--- src/rtl/lsdbuf_readout_seq.sv ---
// lsdbuf_readout_seq
//   Drains the Simple-LSD line-segment buffer into a 64-bit valid/ready stream.
//   A single start pulse freezes the buffer (write_protect), samples the line
//   count, reads every stored line, and sends each one as a single beat
//   {end_v, end_h, start_v, start_h} (16 b per field, zero-extended). The buffer
//   is then released.
// Ports
//   ps_clk, ps_rstn            clock, asynchronous active-low reset
//   start, abort               1-cycle control pulses from the PS register bank
//   out_lsdbuf_write_protect   freezes buffer writes while high
//   out_lsdbuf_raddr           buffer read address
//   in_lsdbuf_line_num/ready   stored line count / buffer holds a full frame
//   in_lsdbuf_start_*/end_*    line endpoints at raddr, RD_LAT cycles after raddr
//   m_tdata/m_tvalid/m_tlast   output stream, m_tready its back-pressure
//   busy, done, err            status level and 1-cycle completion/error pulses
//   lines_sent                 beats accepted in the current or last run
module lsdbuf_readout_seq #(
    parameter int unsigned H_FRAME     = 640,
    parameter int unsigned V_FRAME     = 480,
    parameter int unsigned LSD_BUFSIZE = 2048,
    parameter int unsigned RD_LAT      = 1,
    parameter int unsigned SETTLE      = 2,
    parameter int unsigned TIMEOUT     = 1024,
    localparam int unsigned HW = $clog2(H_FRAME),
    localparam int unsigned VW = $clog2(V_FRAME),
    localparam int unsigned AW = $clog2(LSD_BUFSIZE)
) (
    input  logic          ps_clk,
    input  logic          ps_rstn,
    input  logic          start,
    input  logic          abort,
    output logic          out_lsdbuf_write_protect,
    output logic [AW-1:0] out_lsdbuf_raddr,
    input  logic [AW-1:0] in_lsdbuf_line_num,
    input  logic          in_lsdbuf_ready,
    input  logic [HW-1:0] in_lsdbuf_start_h,
    input  logic [HW-1:0] in_lsdbuf_end_h,
    input  logic [VW-1:0] in_lsdbuf_start_v,
    input  logic [VW-1:0] in_lsdbuf_end_v,
    output logic [63:0]   m_tdata,
    output logic          m_tvalid,
    output logic          m_tlast,
    input  logic          m_tready,
    output logic          busy,
    output logic          done,
    output logic          err,
    output logic [AW-1:0] lines_sent
);

    // One shared wait counter covers the timeout, settle and read-latency waits.
    localparam int unsigned CW = $clog2(TIMEOUT + SETTLE + RD_LAT + 1);

    typedef enum logic [2:0] {
        StIdle, StWaitRdy, StProtect, StAddr, StRead, StPush, StRelease
    } state_e;

    state_e          state_q, state_d;
    logic [CW-1:0]   cnt_q, cnt_d;
    logic [AW-1:0]   num_q, num_d;
    logic [AW-1:0]   raddr_q, raddr_d;
    logic            protect_q, protect_d;
    logic [63:0]     tdata_q, tdata_d;
    logic            tvalid_q, tvalid_d;
    logic            tlast_q, tlast_d;
    logic            busy_q, busy_d;
    logic            done_q, done_d;
    logic            err_q, err_d;
    logic [AW-1:0]   sent_q, sent_d;

    always_comb begin
        state_d   = state_q;
        cnt_d     = cnt_q;
        num_d     = num_q;
        raddr_d   = raddr_q;
        protect_d = protect_q;
        tdata_d   = tdata_q;
        tvalid_d  = tvalid_q;
        tlast_d   = tlast_q;
        busy_d    = busy_q;
        done_d    = 1'b0;
        err_d     = 1'b0;
        sent_d    = sent_q;

        unique case (state_q)
            StIdle: begin
                if (start) begin
                    state_d = StWaitRdy;
                    busy_d  = 1'b1;
                    sent_d  = '0;
                    cnt_d   = '0;
                end
            end
            StWaitRdy: begin
                if (in_lsdbuf_ready) begin
                    state_d   = StProtect;
                    protect_d = 1'b1;
                    cnt_d     = '0;
                end else if (cnt_q == CW'(TIMEOUT - 1)) begin
                    state_d = StIdle;
                    err_d   = 1'b1;
                    busy_d  = 1'b0;
                end else begin
                    cnt_d = cnt_q + CW'(1);
                end
            end
            StProtect: begin
                // Line count is sampled exactly once per run, SETTLE cycles after protect rose.
                if (cnt_q == CW'(SETTLE)) begin
                    num_d = in_lsdbuf_line_num;
                    if (in_lsdbuf_line_num == '0) begin
                        state_d   = StRelease;
                        protect_d = 1'b0;
                        done_d    = 1'b1;
                        busy_d    = 1'b0;
                    end else begin
                        state_d = StAddr;
                        raddr_d = '0;
                    end
                end else begin
                    cnt_d = cnt_q + CW'(1);
                end
            end
            StAddr: begin
                state_d = StRead;
                cnt_d   = '0;
            end
            StRead: begin
                if (cnt_q == CW'(RD_LAT - 1)) begin
                    state_d  = StPush;
                    tdata_d  = {16'(in_lsdbuf_end_v), 16'(in_lsdbuf_end_h),
                                16'(in_lsdbuf_start_v), 16'(in_lsdbuf_start_h)};
                    tvalid_d = 1'b1;
                    tlast_d  = (raddr_q == num_q - AW'(1));
                end else begin
                    cnt_d = cnt_q + CW'(1);
                end
            end
            StPush: begin
                if (m_tready) begin
                    tvalid_d = 1'b0;
                    tlast_d  = 1'b0;
                    sent_d   = sent_q + AW'(1);
                    if (tlast_q) begin
                        state_d   = StRelease;
                        protect_d = 1'b0;
                        done_d    = 1'b1;
                        busy_d    = 1'b0;
                    end else begin
                        state_d = StAddr;
                        raddr_d = raddr_q + AW'(1);
                    end
                end
            end
            StRelease: begin
                state_d = StIdle;
            end
            default: begin
                state_d = StIdle;
            end
        endcase

        // Abort overrides everything outside IDLE; a beat accepted on the same edge still counts.
        if (abort && (state_q != StIdle)) begin
            state_d   = StIdle;
            tvalid_d  = 1'b0;
            tlast_d   = 1'b0;
            protect_d = 1'b0;
            busy_d    = 1'b0;
            done_d    = 1'b0;
            err_d     = 1'b1;
        end
    end

    always_ff @(posedge ps_clk or negedge ps_rstn) begin
        if (!ps_rstn) begin
            state_q   <= StIdle;
            cnt_q     <= '0;
            num_q     <= '0;
            raddr_q   <= '0;
            protect_q <= 1'b0;
            tdata_q   <= '0;
            tvalid_q  <= 1'b0;
            tlast_q   <= 1'b0;
            busy_q    <= 1'b0;
            done_q    <= 1'b0;
            err_q     <= 1'b0;
            sent_q    <= '0;
        end else begin
            state_q   <= state_d;
            cnt_q     <= cnt_d;
            num_q     <= num_d;
            raddr_q   <= raddr_d;
            protect_q <= protect_d;
            tdata_q   <= tdata_d;
            tvalid_q  <= tvalid_d;
            tlast_q   <= tlast_d;
            busy_q    <= busy_d;
            done_q    <= done_d;
            err_q     <= err_d;
            sent_q    <= sent_d;
        end
    end

    assign out_lsdbuf_write_protect = protect_q;
    assign out_lsdbuf_raddr         = raddr_q;
    assign m_tdata                  = tdata_q;
    assign m_tvalid                 = tvalid_q;
    assign m_tlast                  = tlast_q;
    assign busy                     = busy_q;
    assign done                     = done_q;
    assign err                      = err_q;
    assign lines_sent               = sent_q;

endmodule
--- config.mk ---
export PLATFORM = sky130hd
export DESIGN_NAME = lsdbuf_readout_seq
export DESIGN_NICKNAME = d
export VERILOG_FILES = /design/src/rtl/lsdbuf_readout_seq.sv
export SDC_FILE = /design/constraint.sdc
export NUM_CORES = 1
export LEC_CHECK = 0
export ABC_CLOCK_PERIOD_IN_PS = 2500
export BUFFER_PORTS_ARGS = -buffer_cell sky130_fd_sc_hd__buf_2
export CAP_MARGIN = 40
export CORE_MARGIN = 1
export CORE_UTILIZATION = 52
export DETAILED_ROUTE_END_ITERATION = 12
export PLACE_DENSITY = 0.79
export SETUP_SLACK_MARGIN = 0.1
export SKIP_LAST_GASP = 1
export SLEW_MARGIN = 20
export SYNTH_ARGS = -nofsm -noshare
export SYNTH_HDL_FRONTEND = slang
export SYNTH_SLANG_ARGS = --single-unit
--- constraint.sdc ---
create_clock -name ps_clk -period 2.5 [get_ports ps_clk]
set_input_delay 0.375 -clock ps_clk [delete_from_list [all_inputs] [get_ports ps_clk]]
set_output_delay 0.375 -clock ps_clk [all_outputs]
set_load 0.02 [all_outputs]
[After elaboration in Yosys (flattened, before gate mapping)]
Cells that the tools add are included.
Widths: inputs -> output; s select.
Word-level totals
  bits in read-only memories: 0
  register bits after elaboration: 91
  output and inout port bits: 92
  memories kept: 0
  word-level logic and storage cells: 114
  bits in latches: 0
  RAM bits: 0
Cells by class
  reduce and logical (&&, ||, !) cells: 20
  order comparisons: 0
  $mul: 0
  shift-type cells: 0
  divide/modulo/power cells: 0
  add/sub/neg operators: 4
  bitwise gates (word level): 0
  equal/unequal tests: 26
  multiplexer cells: 52
Operators by type and width (number)
  $mux 11: 10
  $pmux 11 s5: 1
  $pmux 11 s2: 2
  $add 11x1->11 const B: 3
  $ne 3x3->1 const B: 10
  $mux 3: 9
  $mux 1: 24
  $logic_not 11->1: 2
  $pmux 3 s6: 1
  $reduce_and 5->1: 3
  $ne 2x2->1 const B: 7
  $eq 11x10->1 const B: 1
  $eq 11x11->1: 1
  $eq 11x2->1 const B: 1
  $sub 11x1->11 const B: 1
  $reduce_bool 5->1: 2
  $reduce_and 8->1: 1
  $eq 3x2->1 const B: 2
  $eq 3x3->1 const B: 2
  $pmux 1 s2: 3
  $reduce_and 3->1: 2
  $reduce_and 6->1: 1
  $reduce_bool 3->1: 2
  $ne 4x4->1 const B: 1
  8 further kinds: 10

[Logic depth before layout (Yosys ltp)]
Gate-level depths: netlist of the first run.
  depth in word-level cells: 5
  mapped depth: 7
  depth with buffers taken out: 7

[Worst setup path after synthesis of the first run]
Ideal clock, no wire load.
  path type: register -> register
  from: register num_q[0]
  to: register tlast_q (netlist: m_tlast)
  period minus slack after synthesis: 2.128 ns
  arrival: 2.025 ns
  data required time: 2.396 ns
  stages on the path, launching flop included: 8
  slack: 0.372 ns
  library setup time: 0.104 ns
  cells stage by stage: dfrtp_1 inv_1 ha_1 or4b_4 or4_1 o211ai_1 nor2_1 o41ai_2
Between the ends
  cells in the longest elaborated chain, start to end: 5
Ends and longest elaborated chain
  start, declared: line 59  | logic [AW-1:0] num_q, num_d;
  start signal, assigned: line 191  | num_q <= num_d;
  $sub 11x1->11: line 133  | tlast_d = (raddr_q == num_q - AW'(1));
  $eq 11x11->1: line 133
  $mux 1: line 128  | if (cnt_q == CW'(RD_LAT - 1)) begin
  $pmux 1 s2: line 84  | unique case (state_q)
  $mux 1: line 163  | if (abort && (state_q != StIdle)) begin
  end signal, assigned: line 196  | tlast_q <= tlast_d;
  end, declared: line 64  | logic tlast_q, tlast_d;
Every way passes these cells. The select of a mux whose other input is x is not followed.
A chain may end at the register's enable or synchronous reset.

[Final worst setup path of the first run]
  from: register num_q[5]
  to: register tlast_q (netlist: m_tlast)
The elaborated chain is that of the path after synthesis.

==> results.sh, run 1 <==
export IMPL_outcome="finished, final reports clean"
export IMPL_worstHoldPathType="primary input to flop"
export IMPL_path_clk_slew_ns=0.10
export IMPL_drt_wl_total_um=11200
export IMPL_die_w_um=99.2
export IMPL_worstPathRequired_ns=2.77
export IMPL_io_buffers=120
export IMPL_die_h_um=99.2
export IMPL_grt_max_degree=54
export IMPL_n_antenna_cell=0
export IMPL_p_leak_uw=0.00290
export IMPL_maxSlewViolCount=0
export IMPL_clk_insertion_delay_late_ns=0.37
export IMPL_grtUsageTotal_pct=23.9
export IMPL_syn_cell_area_um2=4910
export IMPL_cts_tree="done"
export IMPL_p_per_area_nw_per_um2=889
export IMPL_fp_row_count=35
export IMPL_critical_path_max_fanout=7
export IMPL_grt_pass1_vias=3931
export IMPL_fillers=751
export IMPL_clock_skew_ns=0.0109
export IMPL_reg2reg_slack_ns=0.21
export IMPL_yosysSeqAreaShare_pct=46.4
export IMPL_route_detailed_wl_per_inst_um=15.2
export IMPL_ios=147
export IMPL_endpoint_kind="flop"
export IMPL_hold_viol_final=0
export IMPL_grt_pass1_wl_um=18600
export IMPL_area_growth_pct=19.0
export IMPL_gp_congestion=0.979
export IMPL_rsz0062_at_grt="false"
export IMPL_overflow=0
export IMPL_vdd_drop_max_v=0.000581
export IMPL_final_util_pct=63.6
export IMPL_tns_ns=0
export IMPL_drive_gt1_share_pct=33.0
export IMPL_die_area_um2=9830
export IMPL_cp_start_kind="flop"
export IMPL_drc=0
export IMPL_vias=4125
export IMPL_ys_types=59
export IMPL_final_nets=680
export IMPL_dpl_cell_area_um2=5570
export IMPL_clockRootBuffer="clkbuf_8"
export IMPL_hpwlAfterDp_um=8230
export IMPL_hold_path_startpoint="in_lsdbuf_line_num[9]"
export IMPL_design_core_area_um2=9200
export IMPL_clock_path_buffers=2
export IMPL_clock_fmax_mhz=436
export IMPL_r2r_start="num_q[5]$_DFFE_PN0P_"
export IMPL_worstPathArrival_ns=2.56
export IMPL_period_needed_ns=2.29
export IMPL_synth_warnings=0
export IMPL_antenna_found_initial=0
export IMPL_cp_startpoint="num_q[5]$_DFFE_PN0P_"
export IMPL_synth_cells=496
export IMPL_numCtsBuffers=9
export IMPL_whs_ns=0.217
export IMPL_firstDrtPassIters=7
export IMPL_cap_violations=0
export IMPL_final_period_utilization_pct=91.7
export IMPL_setup_viol=0
export IMPL_async_flop_share_pct=100
export IMPL_finalInstanceArea_um2=5840
export IMPL_htree_levels=3
export IMPL_syn_area_per_cell_um2=9.90
export IMPL_synth_seq_cells=91
export IMPL_synth_edf_count=0
export IMPL_viasPerCell=5.61
export IMPL_ys_flop_type="dfrtp_1"
export IMPL_cts_sinks=91
export IMPL_antenna_left=0
export IMPL_power_uw=5200
export IMPL_initial_core_util_pct=53.4
export IMPL_drtIter0Drc=223
export IMPL_path_class="flop to flop"
-- registers in the layout, summed over array words and instances, names as in the netlist --
signal	cells
out_lsdbuf_write_protect	1
lines_sent	11
err	1
busy	1
done	1
m_tdata	38
state_q	3
cnt_q	11
m_tlast	1
m_tvalid	1
num_q	11
out_lsdbuf_raddr	11
-- layout make-up --
type / instances / area (µm²) / area share [%]
clock inverter: 6 / 80.1 / 1.37
multi-input combinational: 370 / 2420 / 41.4
tap: 111 / 139 / 2.38
timing repair buffer: 135 / 743 / 12.7
clock buffer: 10 / 138 / 2.35
inverter: 12 / 45.0 / 0.771
sequential: 91 / 2280 / 39.0
-- power breakdown --
part	switching (µW)	total, µW	internal [µW]	leakage (µW)
clock network	562	1070	508	0.000107
logic	1230	2050	816	0.00161
registers	265	2080	1810	0.00118
-- per-layer routing --
metal | part of all wire [%] | routed length, µm | up-vias | GRT usage, %
li1 | - | - | 1976 | -
met1 | 43 | 4840 | 1998 | 31.4
met2 | 50 | 5610 | 132 | 40.3
met3 | 4.6 | 520 | 19 | 3.72
met4 | 1.9 | 218 | 0 | 9.28
met5 | 0 | 0 | - | 0
-- final timing paths --
| path | to | cells after the start |
|---|---|---|
| worst max-delay path | m_tlast$_DFFE_PN0P_ | 5 |
| worst min-delay path | num_q[9]$_DFFE_PN0P_ | 3 |
| worst max register to register | m_tlast$_DFFE_PN0P_ | 5 |
| worst min register to register | m_tvalid$_DFFE_PN0P_ | 1 |
| max in group asynchronous | m_tdata[49]$_DFFE_PN0P_ | 3 |
| min in group asynchronous | num_q[9]$_DFFE_PN0P_ | 2 |
-- layout by cell type (no fill, tap or decap), drive strengths merged, types with 3 or more instances in the layout --
| cell type | count |
|---|---|
| buf | 134 |
| nor3b | 4 |
| ha | 6 |
| and4 | 3 |
| o22ai | 3 |
| inv | 15 |
| or4 | 8 |
| and2 | 3 |
| a21oi | 18 |
| xor2 | 15 |
| or3 | 6 |
| nand2 | 53 |
| nand3 | 13 |
| xnor2 | 12 |
| o31ai | 5 |
| conb | 26 |
| and3 | 9 |
| clkbuf | 10 |
| mux2 | 39 |
| a22o | 3 |
| nor2b | 6 |
| a21o | 3 |
| o21ai | 33 |
| nor3 | 16 |
| nor2 | 32 |
| nand4 | 10 |
| dfrtp | 91 |
| nor4 | 10 |
-- worst max-delay path, stage by stage, from the launching register on --
cell	delay, ns
dfrtp_2	0.47
or4_1	0.59
nand2_1	0.10
a41oi_1	0.13
or4_4	0.58
o41ai_4	0.33
-- cell usage after synthesis, drive strengths merged (4+ instances only) --
library cell | count | area, µm²
dfrtp | 91 | 2280
nand2 | 53 | 199
mux2 | 39 | 439
buf | 34 | 240
o21ai | 33 | 165
nor2 | 32 | 120
a21oi | 18 | 90.1
nor3 | 16 | 85.1
xor2 | 15 | 131
clkbuf | 14 | 53.8
nand3 | 13 | 65.1
inv | 12 | 45.0
xnor2 | 12 | 105
nand4 | 10 | 62.6
nor4 | 10 | 62.6
and3 | 9 | 56.3
or4 | 8 | 67.6
ha | 6 | 75.1
nor2b | 6 | 37.5
or3 | 6 | 37.5
o31ai | 5 | 37.5
nor3b | 4 | 30.0
-- per-stage QoR --
step / setup slack [ns] / cells
2_1_floorplan: 0.372 / 521
3_3_place_gp: 0.323 / 716
3_5_place_dp: 0.217 / 716
4_1_cts: 0.225 / 733
5_1_grt: 0.110 / 735
6_report: 0.208 / 735
-- cell families (layout without fill, tap and decap cells) --
family                   Yosys count  in the layout  synth area share, %
AND/OR/NAND/NOR                  186            186                 20.0
flip-flops                        91             91                 46.4
buffers and inverters             60            163                 6.91
other                              1             26               0.0764
AO/OA/AOI/OAI                     85             85                 11.1
adder cells (fa/ha/maj)            6              6                 1.53
multiplexers                      40             40                 9.15
XOR/XNOR                          27             27                 4.82
-- what timing repair did --
item / CTS / global route
endpoints found under the setup margin: 0 / 43
gates resized for setup: 0 / 7
hold buffers: 1 / 0
buffers inserted: 0 / 2
endpoints found under the hold margin: 30 / 0
(Power assumes the default switching activity.)
==> inputs of run 2 (changes only) <==
CORE_ASPECT_RATIO = 1.1   (was unset)
==> run 2 against run 1 <==
Compared with the run above:
- the run now ends with negative hold slack left
- register-to-register slack got worse by 0.03 ns
- total power increased by 1.4%
- die area about the same
- critical path depth increased by 2
- cell count increased by 0.14%
- design area decreased by 0.49%
- clock power increased by 6%
- utilization increased by 1.0 points
- hold slack got worse by 0.22 ns
- sequential power about the same
- maximum frequency decreased by 1.2%
- setup slack got worse by 0.027 ns
- critical path type unchanged
==> results.sh, run 2 (synthesized netlist as in run 1, its figures left out) <==
export IMPL_outcome="complete, but fails checks"
export IMPL_violations="negative hold slack"
export IMPL_clk_insertion_delay_late_ns=0.37
export IMPL_path_class="flop to flop"
export IMPL_htree_levels=3
export IMPL_viasPerCell=5.63
export IMPL_r2r_start="num_q[0]$_DFFE_PN0P_"
export IMPL_worstPathArrival_ns=2.59
export IMPL_overflow=0
export IMPL_die_area_um2=9830
export IMPL_final_period_utilization_pct=92.8
export IMPL_route_detailed_wl_per_inst_um=16.0
export IMPL_cp_cell_sequence="inv_1 -> ha_2 -> or4b_4 -> or4_4 -> o211ai_1 -> nor2_1 -> o41ai_2"
export IMPL_setup_viol=0
export IMPL_grt_pass1_wl_um=19500
export IMPL_rsz0062_at_grt="false"
export IMPL_cp_startpoint="num_q[0]$_DFFE_PN0P_"
export IMPL_cap_violations=0
export IMPL_clock_fmax_mhz=431
export IMPL_vias=4143
export IMPL_design_core_area_um2=9010
export IMPL_hold_viol_final=1
export IMPL_worstHoldPathType="primary input to asynchronous set/reset pin"
export IMPL_grtUsageTotal_pct=25.1
export IMPL_vdd_drop_max_v=0.000481
export IMPL_grt_max_degree=49
export IMPL_hpwlAfterDp_um=8630
export IMPL_clockRootBuffer="clkbuf_8"
export IMPL_die_w_um=94.6
export IMPL_die_h_um=104
export IMPL_final_nets=678
export IMPL_clock_path_buffers=2
export IMPL_cp_start_kind="flop"
export IMPL_power_uw=5270
export IMPL_path_clk_slew_ns=0.09
export IMPL_ios=147
export IMPL_endpoint_kind="flop"
export IMPL_crit_family="simple AND/OR/NAND/NOR gates"
export IMPL_grt_pass1_vias=4059
export IMPL_numCtsBuffers=9
export IMPL_clock_skew_ns=0.0125
export IMPL_drc=0
export IMPL_cts_sinks=91
export IMPL_fp_row_count=36
export IMPL_slew_headroom_pct=61.8
export IMPL_hold_buffers=0
export IMPL_gp_congestion=0.921
export IMPL_n_antenna_cell=0
export IMPL_crit_buf_inv=1
export IMPL_io_buffers=120
export IMPL_final_common_cell="buf_2"
export IMPL_worstPathRequired_ns=2.77
export IMPL_drtIter0Drc=262
export IMPL_p_per_area_nw_per_um2=906
export IMPL_slowest_delay_ns=0.51
export IMPL_largest_reg_flops=38
export IMPL_antenna_left=0
export IMPL_final_cell_mix="buf_2 (119), dfrtp_1 (91), nand2_1 (53)"
export IMPL_period_needed_ns=2.32
export IMPL_crit_slowest_cell="or4_4"
export IMPL_whs_ns=-0.00234
export IMPL_p_leak_uw=0.00287
export IMPL_worst_slew_pin_slew_ns=0.568
export IMPL_critical_path_max_fanout=4
export IMPL_firstDrtPassIters=4
export IMPL_drt_wl_total_um=11700
export IMPL_area_growth_pct=18.5
export IMPL_place_inst=719
export IMPL_initial_core_util_pct=54.5
export IMPL_drive_gt1_share_pct=32.2
export IMPL_cts_tree="done"
export IMPL_antenna_found_initial=0
export IMPL_maxSlewViolCount=0
export IMPL_tns_ns=0
export IMPL_stdcell_count=736
-- run 2: cell count changes in the layout (fill, tap and decap cells not counted), sizes merged --
| cell | change |
|---|---|
| buf | -1 |
| bufinv | +1 |
| clkinv | -1 |
| dlygate4sd3 | -1 |
-- run 2: metrics by stage --
step	setup slack (ns)	util [%]	area, µm²
after floorplan	0.372	-	5000
final	0.181	64.6	5820
after CTS	0.177	64.4	5800
after global placement	0.326	61.9	5580
after detailed placement	0.203	61.9	5580
after global routing	0.106	64.6	5820
-- run 2: report_power, final --
part           leakage [µW]  internal (µW)  switching, µW
Combinational       0.00158            827           1230
Clock              0.000109            577            550
Sequential          0.00118           1810            270
-- run 2: area by class of cell --
class / count / area (µm²)
Fill cell: 748 / 3190
Multi-Input combinational cell: 370 / 2400
Sequential cell: 91 / 2280
Timing Repair Buffer: 133 / 726
Tap cell: 114 / 143
Clock buffer: 10 / 128
Clock inverter: 6 / 96.3
Inverter: 12 / 45.0
-- run 2: repair_timing --
item	4_1_cts	5_1_grt
gates resized for setup	0	2
endpoints found under the hold margin	0	0
setup buffers	0	1
setup endpoints to repair	0	1
-- run 2: path summary, 6_finish.rpt --
check,endpoint,slack [ns],depth (start not counted)
setup reg to reg,m_tlast$_DFFE_PN0P_,0.18,7
max in group asynchronous,lines_sent[6]$_DFFE_PN0P_,1.85,2
hold reg to reg,num_q[10]$_DFFE_PN0P_,0.51,2
setup / recovery,m_tlast$_DFFE_PN0P_,0.18,7
min in group ps_clk,num_q[4]$_DFFE_PN0P_,0.22,3
hold / removal,cnt_q[0]$_DFFE_PN0P_,-0.002,1
-- run 2: metal layers --
| metal | vias to the layer above | GRT usage, % | part of all wire, % |
|---|---|---|---|
| li1 | 1965 | - | - |
| met1 | 2001 | 31.6 | 41 |
| met2 | 153 | 42.3 | 51 |
| met3 | 24 | 3.73 | 5.8 |
| met4 | 0 | 10.9 | 2.2 |
| met5 | - | 0 | 0 |
